### config.mk
export PLATFORM = sky130hd
export DESIGN_NAME = if_fetch_unit
export DESIGN_NICKNAME = d
export VERILOG_FILES = /design/src/rtl/if_fetch_unit.sv
export SDC_FILE = /design/constraint.sdc
export NUM_CORES = 1
export LEC_CHECK = 0
export CELL_PAD_IN_SITES_DETAIL_PLACEMENT = 1
export CELL_PAD_IN_SITES_GLOBAL_PLACEMENT = 1
export CORE_ASPECT_RATIO = 2
export CORE_UTILIZATION = 45
export CTS_CLUSTER_DIAMETER = 200
export DETAILED_ROUTE_END_ITERATION = 16
export DONT_BUFFER_PORTS = 1
export MAX_ROUTING_LAYER = met4
export PLACE_DENSITY = 0.75
export SLEW_MARGIN = 25
export SYNTH_ARGS = -nofsm -noshare
export SYNTH_HDL_FRONTEND = slang
export SYNTH_SLANG_ARGS = --single-unit
### constraint.sdc
create_clock -name clock -period 7.4 [get_ports clock]
set_clock_uncertainty 0.2 [all_clocks]
set_input_delay 1.48 -clock clock [delete_from_list [all_inputs] [get_ports clock]]
set_output_delay 1.48 -clock clock [all_outputs]
set_load 0.05 [all_outputs]
### src/rtl/if_fetch_unit.sv
// Instruction-fetch stage: issues paired fetches to a synchronous mem, buffers
// (inst, pc) entries in a circular FIFO and presents up to two per cycle to decode.
module if_fetch_unit #(
  parameter logic [63:0] RESET_PC = 64'h0,
  parameter int          DEPTH    = 4
) (
  input  logic        clock,
  input  logic        reset,
  output logic [63:0] io_mem_instAddr,
  input  logic [31:0] io_mem_inst_0,
  input  logic [31:0] io_mem_inst_1,
  input  logic        io_redirect_valid,
  input  logic [63:0] io_redirect_pc,
  input  logic        io_id_ready,
  output logic        io_id_valid_0,
  output logic        io_id_valid_1,
  output logic [31:0] io_id_inst_0,
  output logic [31:0] io_id_inst_1,
  output logic [63:0] io_id_pc_0,
  output logic [63:0] io_id_pc_1
);
  localparam int PW = $clog2(DEPTH);
  localparam int CW = $clog2(DEPTH + 1) + 1;

  typedef struct packed {
    logic [31:0] inst;
    logic [63:0] pc;
  } fetch_entry_t;

  fetch_entry_t   fifo_q [DEPTH];
  logic [63:0]    pc_q, pc_req_q;
  logic           inflight_q;
  logic [PW-1:0]  rd_ptr_q, wr_ptr_q;
  logic [CW-1:0]  count_q, count_next;
  logic [1:0]     pop_n;
  logic           issue;

  // DEPTH need not be a power of two, so wrap explicitly.
  function automatic logic [PW-1:0] ptr_add(input logic [PW-1:0] p, input int k);
    int s;
    s = int'(p) + k;
    if (s >= DEPTH) s = s - DEPTH;
    return s[PW-1:0];
  endfunction

  always_comb begin
    pop_n = 2'd0;
    if (!io_redirect_valid && io_id_ready)
      pop_n = (count_q >= CW'(2)) ? 2'd2 : count_q[1:0];
    count_next = count_q - CW'(pop_n) + (inflight_q ? CW'(2) : CW'(0));
    issue      = !io_redirect_valid && ((count_next + CW'(2)) <= CW'(DEPTH));
  end

  always_ff @(posedge clock) begin
    if (reset) begin
      pc_q       <= RESET_PC;
      pc_req_q   <= RESET_PC;
      inflight_q <= 1'b0;
      rd_ptr_q   <= '0;
      wr_ptr_q   <= '0;
      count_q    <= '0;
      for (int i = 0; i < DEPTH; i++) fifo_q[i] <= '0;
    end else if (io_redirect_valid) begin
      // Dropping inflight discards the pair mem returns next cycle.
      pc_q       <= io_redirect_pc & ~64'd3;
      inflight_q <= 1'b0;
      rd_ptr_q   <= '0;
      wr_ptr_q   <= '0;
      count_q    <= '0;
    end else begin
      if (inflight_q) begin
        fifo_q[wr_ptr_q]             <= '{inst: io_mem_inst_0, pc: pc_req_q};
        fifo_q[ptr_add(wr_ptr_q, 1)] <= '{inst: io_mem_inst_1, pc: pc_req_q + 64'd4};
        wr_ptr_q                     <= ptr_add(wr_ptr_q, 2);
      end
      rd_ptr_q   <= ptr_add(rd_ptr_q, int'(pop_n));
      count_q    <= count_next;
      inflight_q <= issue;
      if (issue) begin
        pc_req_q <= pc_q;
        pc_q     <= pc_q + 64'd8;
      end
    end
  end

  assert property (@(posedge clock) disable iff (reset) count_next <= CW'(DEPTH));

  assign io_mem_instAddr = pc_q;

  logic [1:0]       slot_vld;
  logic [1:0][31:0] slot_inst;
  logic [1:0][63:0] slot_pc;

  for (genvar s = 0; s < 2; s++) begin : g_slot
    fetch_entry_t ent;
    assign ent          = fifo_q[ptr_add(rd_ptr_q, s)];
    assign slot_vld[s]  = !io_redirect_valid && (count_q > CW'(s));
    assign slot_inst[s] = ent.inst;
    assign slot_pc[s]   = ent.pc;
  end

  assign io_id_valid_0 = slot_vld[0];
  assign io_id_valid_1 = slot_vld[1];
  assign io_id_inst_0  = slot_inst[0];
  assign io_id_inst_1  = slot_inst[1];
  assign io_id_pc_0    = slot_pc[0];
  assign io_id_pc_1    = slot_pc[1];
endmodule
After elaboration in Yosys (flattened, before gate mapping)
Memories as Yosys holds them, arrays and structs flattened. Cells that the tools add are included.

RAM bits: 384. Memories: 1. Register bits: 137. Word-level logic and storage cells: 67. Input port bits: 132.

Multiplexer cells: 25. Reduce and logical (&&, ||, !) cells: 10. Bitwise logic cells: 1. $add $sub $neg: 14. $lt $le $gt $ge: 9.

Memory list: fifo_q (words 4, bits a word 96, read ports 2, clocked after Yosys merged registers in 0, write ports 4, RTL line 30) `fetch_entry_t fifo_q [DEPTH];`.

Operators by type and width (count): 2-to-1 mux 96 bit (2); OR reduction 96 bit (2); 2-to-1 mux 64 bit (2); adder 64 x 3 -> 64 bit (second input constant) (1); adder 64 x 4 -> 64 bit (second input constant) (1); 2-to-1 mux 2 bit (13); >= comparator 3 bit (second input constant) (4); subtractor 2 x 1 -> 2 bit (second input constant) (5); > comparator 4 x 1 -> 1 bit (second input constant) (2); 2-to-1 mux 1 bit (8); adder 2 x 1 -> 3 bit (second input constant) (2); adder 4 x 2 -> 4 bit (1); adder 4 x 2 -> 4 bit (second input constant) (1); >= comparator 4 x 2 -> 1 bit (second input constant) (1); less-or-equal comparator 4 x 3 -> 1 bit (second input constant) (1); logical AND 1 bit (4); subtractor 4 x 2 -> 4 bit (1); adder 2 x 2 -> 3 bit (1); adder 2 x 2 -> 3 bit (second input constant) (1); >= comparator 2 x 3 -> 1 bit (second input constant) (1); AND reduction 2 bit (1); nonzero test 2 bit (1); OR reduction 2 bit (1); zero test 1 bit (1); inverter 1 bit (1).

Logic depth before layout (Yosys ltp)
Depth in word-level cells: 10. Gate-level depth with buffers: 18. Gate-level depth less buffers: 15.

Least setup slack after synthesis
OpenSTA, ideal clock, no wires.

Path kind: input to register. Start: in io_redirect_valid. End: mem fifo_q[0][10] (netlist bit) (enable). Setup time: 468 ps. Stages: 6. Data required time: 6732 ps. Path buffers: 2. Setup slack: 2008 ps. Data arrival time: 4723 ps. Path through: or2_2 > clkbuf_1 > nor2_1 > nand2_1 > clkbuf_1 > nand2b_1.

RTL lines: start: declaration (RTL line 12) `input logic io_redirect_valid,`; end: declaration (RTL line 30).

Worst setup path after layout
Start: in io_redirect_valid. End: reg pc_q[33], in the netlist io_mem_instAddr[33].

Cells in the longest elaborated chain, start to end: 9. Elaborated cells on any way between the ends: 10.

Ends and longest elaborated chain: zero test 1 bit (RTL line 48) `if (!io_redirect_valid && io_id_ready)`; logical AND 1 bit (RTL line 48); 2-to-1 mux 2 bit (RTL line 48); subtractor 4 x 2 -> 4 bit (RTL line 50) `count_next = count_q - CW'(pop_n) + (inflight_q ? CW'(2) : CW'(0));`; adder 4 x 2 -> 4 bit (RTL line 50); named net count_next[2] (RTL line 34) `logic [CW-1:0] count_q, count_next;`; adder 4 x 2 -> 4 bit (RTL line 51) `issue = !io_redirect_valid && ((count_next + CW'(2)) <= CW'(DEPTH));`; less-or-equal comparator 4 x 3 -> 1 bit (RTL line 51); logical AND 1 bit (RTL line 51); nonzero test 2 bit (no line); end signal: assignment (RTL line 65) `pc_q <= io_redirect_pc & ~64'd3;`; end signal: assignment (RTL line 81) `pc_q <= pc_q + 64'd8;`; end: declaration (RTL line 31) `logic [63:0] pc_q, pc_req_q;`.

The timed path passes the listed nets, and every way through them passes these cells. A chain may end at the register's enable or synchronous reset.

==> metrics.txt <==
outcome=complete, but fails checks; violated checks=design-rule violations; Port Buffers=0; grt total ovfl=0; area leader, netlist=edfxtp_1; Vias=18856; vias in the first global route=20158; overall global routing resource usage=28.3%; gpl congestion=0.943; ys flop type=edfxtp_1; top-area cell type share of the netlist area=42.2%; cell area after technology mapping=26700 µm²; clock root buffer=clkbuf_16; Worst Setup Path Type=in2reg; cts hold-fix bufs=0; synth warn=0; dpl ws=1810 ps; WL met3=5.77 mm; wire length per cell=28.6 µm; CP Max Fanout=23; Post-Syn Area per Cell=11.9 µm²; CP max stage delay=570 ps; number of synthesized flops with an enable pin=376; clk_lat worst skew=600 ps; hold slack=373 ps; Max rail drop VDD=0.255 mV; Detail Route met2 WL=43.1 mm; sum of negative setup slack=0 ps; floorplan core area=58800 µm²; fraction of final layout cells with drive strength greater than 1=15.1%; Hold/Removal Path Class=reg2reg; slew margin rel.=29.7%; Die Y=347 µm; largest net degree at the start of global routing=131; DRT antenna net count=0; CP max stage cell=nor4_2; CP Capture Type=flop; total CTS buffers=49; M1 WL=30.5 mm; worst endpoint required time=7690 ps; Resize count post-CTS=0; postcts setup bufs=0; Iter 0 DRT Violations=1233; Fillers=6016; register area share after synthesis=52.1%; first-pass GRT wire length=126 mm; post-synthesis async set-or-reset flop share=0%; commonest non-fill, non-tap cell in the layout=edfxtp_1; Top delay family on crit path=adder cells; CP bufs+invs=3; TritonRoute pass-1 iters=11; Worst-path clk slew=60 ps; Syn Inst Count=2253; RSZ-0062 raised after global routing=no; # setup viols final=0; CTS tree=built; minimum clock period=4990 ps; Die Width=174 µm; CTS Buffer Depth=3; die area=60500 µm²; fin cells=2934; max layer used=met4; most frequent cells in the layout=edfxtp_1 (376), and3_1 (236), nand2_1 (208), nor2_1 (208), mux4_2 (188); Hold Fails Final Rpt=0; Area Overhead vs Synth=8.04%; clock sinks=508; effective utilization at floorplan=45.5%; hpwl dp=55.9 mm; Worst Setup Slack, final=2410 ps; crit path launch type=primary input; Post-Route WL=84.0 mm; Post-Place Cells=2840; H-Tree Depth=2; Yosys cell types=51; final period utilization=67.5%; Max Freq=0.200 GHz; Worst Max-Slew Pin Slew=1050 ps; vias per cell=6.43; antenna violations before repair=1; main area contributors after synthesis=edfxtp_1 (42%), mux4_2 (16%), dfxtp_1 (9.9%), and3_1 (5.5%), xnor2_1 (3.4%); Slew Viols, Final=0; final design utilization=49.1%; crit path DAT=5290 ps; leak pwr=9.62 nW; Cell Rows=126; maximum capacitance violations=0; IO Pins=390; FF+latch count, synth=508; # DRC=4; nets@finish=2265; Power Density=283 nW/µm²; critical path, cell by cell=clkinv_2, nand2_1, a21oi_1, fa_1, inv_1, ha_1, fa_1, ha_1, a21boi_0, or2_1, buf_4, nor4_2, nand3_1, xor2_1, a211oi_1
## path summary, 6_finish.rpt
kind / start / endpoint / slack, ps / cells after the start
setup / recovery: io_redirect_valid / io_mem_instAddr[33]$_SDFFE_PP0P_ / 2410 / 15
hold / removal: pc_req_q[45]$_SDFFE_PP0P_ / pc_req_q[45]$_SDFFE_PP0P_ / 370 / 2
setup reg to reg: count_q[2]$_SDFF_PP0_ / io_mem_instAddr[33]$_SDFFE_PP0P_ / 2690 / 15
hold reg to reg: pc_req_q[45]$_SDFFE_PP0P_ / pc_req_q[45]$_SDFFE_PP0P_ / 370 / 2
## cell usage after synthesis, types with 29 or more instances
library cell and count:
mux2i_1 36, buf_1 31, nor2_1 210, nand3_1 52
clkbuf_1 167, xnor2_1 104, a21oi_1 110, nand4_1 36
nor3_1 58, nor4_1 29, o21ai_0 31, and3_1 236
a211oi_1 39, nand2_1 211, mux4_2 188, xor2_1 48
or3_1 32, edfxtp_1 376, dfxtp_1 132
## kinds of logic after synthesis
family	after synthesis	share of synthesized area (%)
AOI/OAI and AO/OA	198	4.23
buffers and inverters	248	3.69
DFF	508	52.1
muxes	225	17.2
adders and majority gates	10	0.524
other	1	0.0140
and+or+nand+nor	910	17.2
xor gates and xnor gates	153	5.06
## registers in the layout, summed over array words and instances, names as in the netlist
register         flops
rd_ptr_q             2
inflight_q           1
pc_req_q            62
fifo_q             376
io_mem_instAddr     62
wr_ptr_q             1
count_q              4
## worst register-to-register path: cells and delay by family (launching register included)
family                     cells  cell delay, ps
and+or+nand+nor                3            1180
adders and majority gates      5            1610
buffers and inverters          3             410
DFF                            1             310
xor gates and xnor gates       1             210
AOI/OAI and AO/OA              3             700
## cell type report
| class | count | area [µm²] | share of cell area (%) |
|---|---|---|---|
| Clock buffer | 69 | 1340 | 4.65 |
| Clock inverter | 23 | 246 | 0.853 |
| Sequential cell | 508 | 13900 | 48.3 |
| Tap cell | 768 | 961 | 3.33 |
| Multi-Input combinational cell | 1502 | 11900 | 41.2 |
| Antenna cell | 2 | 5.00 | 0.0173 |
| Timing Repair Buffer | 38 | 388 | 1.34 |
| Inverter | 24 | 92.6 | 0.320 |
## routing by layer
metal	up-vias	GRT usage [%]
met1	9638	31.0
met4	0	15.6
met5	-	-
li1	8165	-
met2	850	48.2
met3	203	5.10
## power breakdown
part	internal [mW]	leakage [nW]	switching (mW)
clock network	1.44	0.763	1.10
logic	0.530	3.88	1.30
registers	3.30	4.97	0.495
total	5.28	9.62	2.89
## stage by stage
stage                     instance area, µm²  power [mW]
final                                  28900        8.17
after CTS                              28900        8.24
after detailed placement               27300        5.70
after global routing                   28900        8.47
after global placement                 27200        5.61
after floorplan                        26800        5.18
Note: power is estimated with default switching activity, not from simulation.
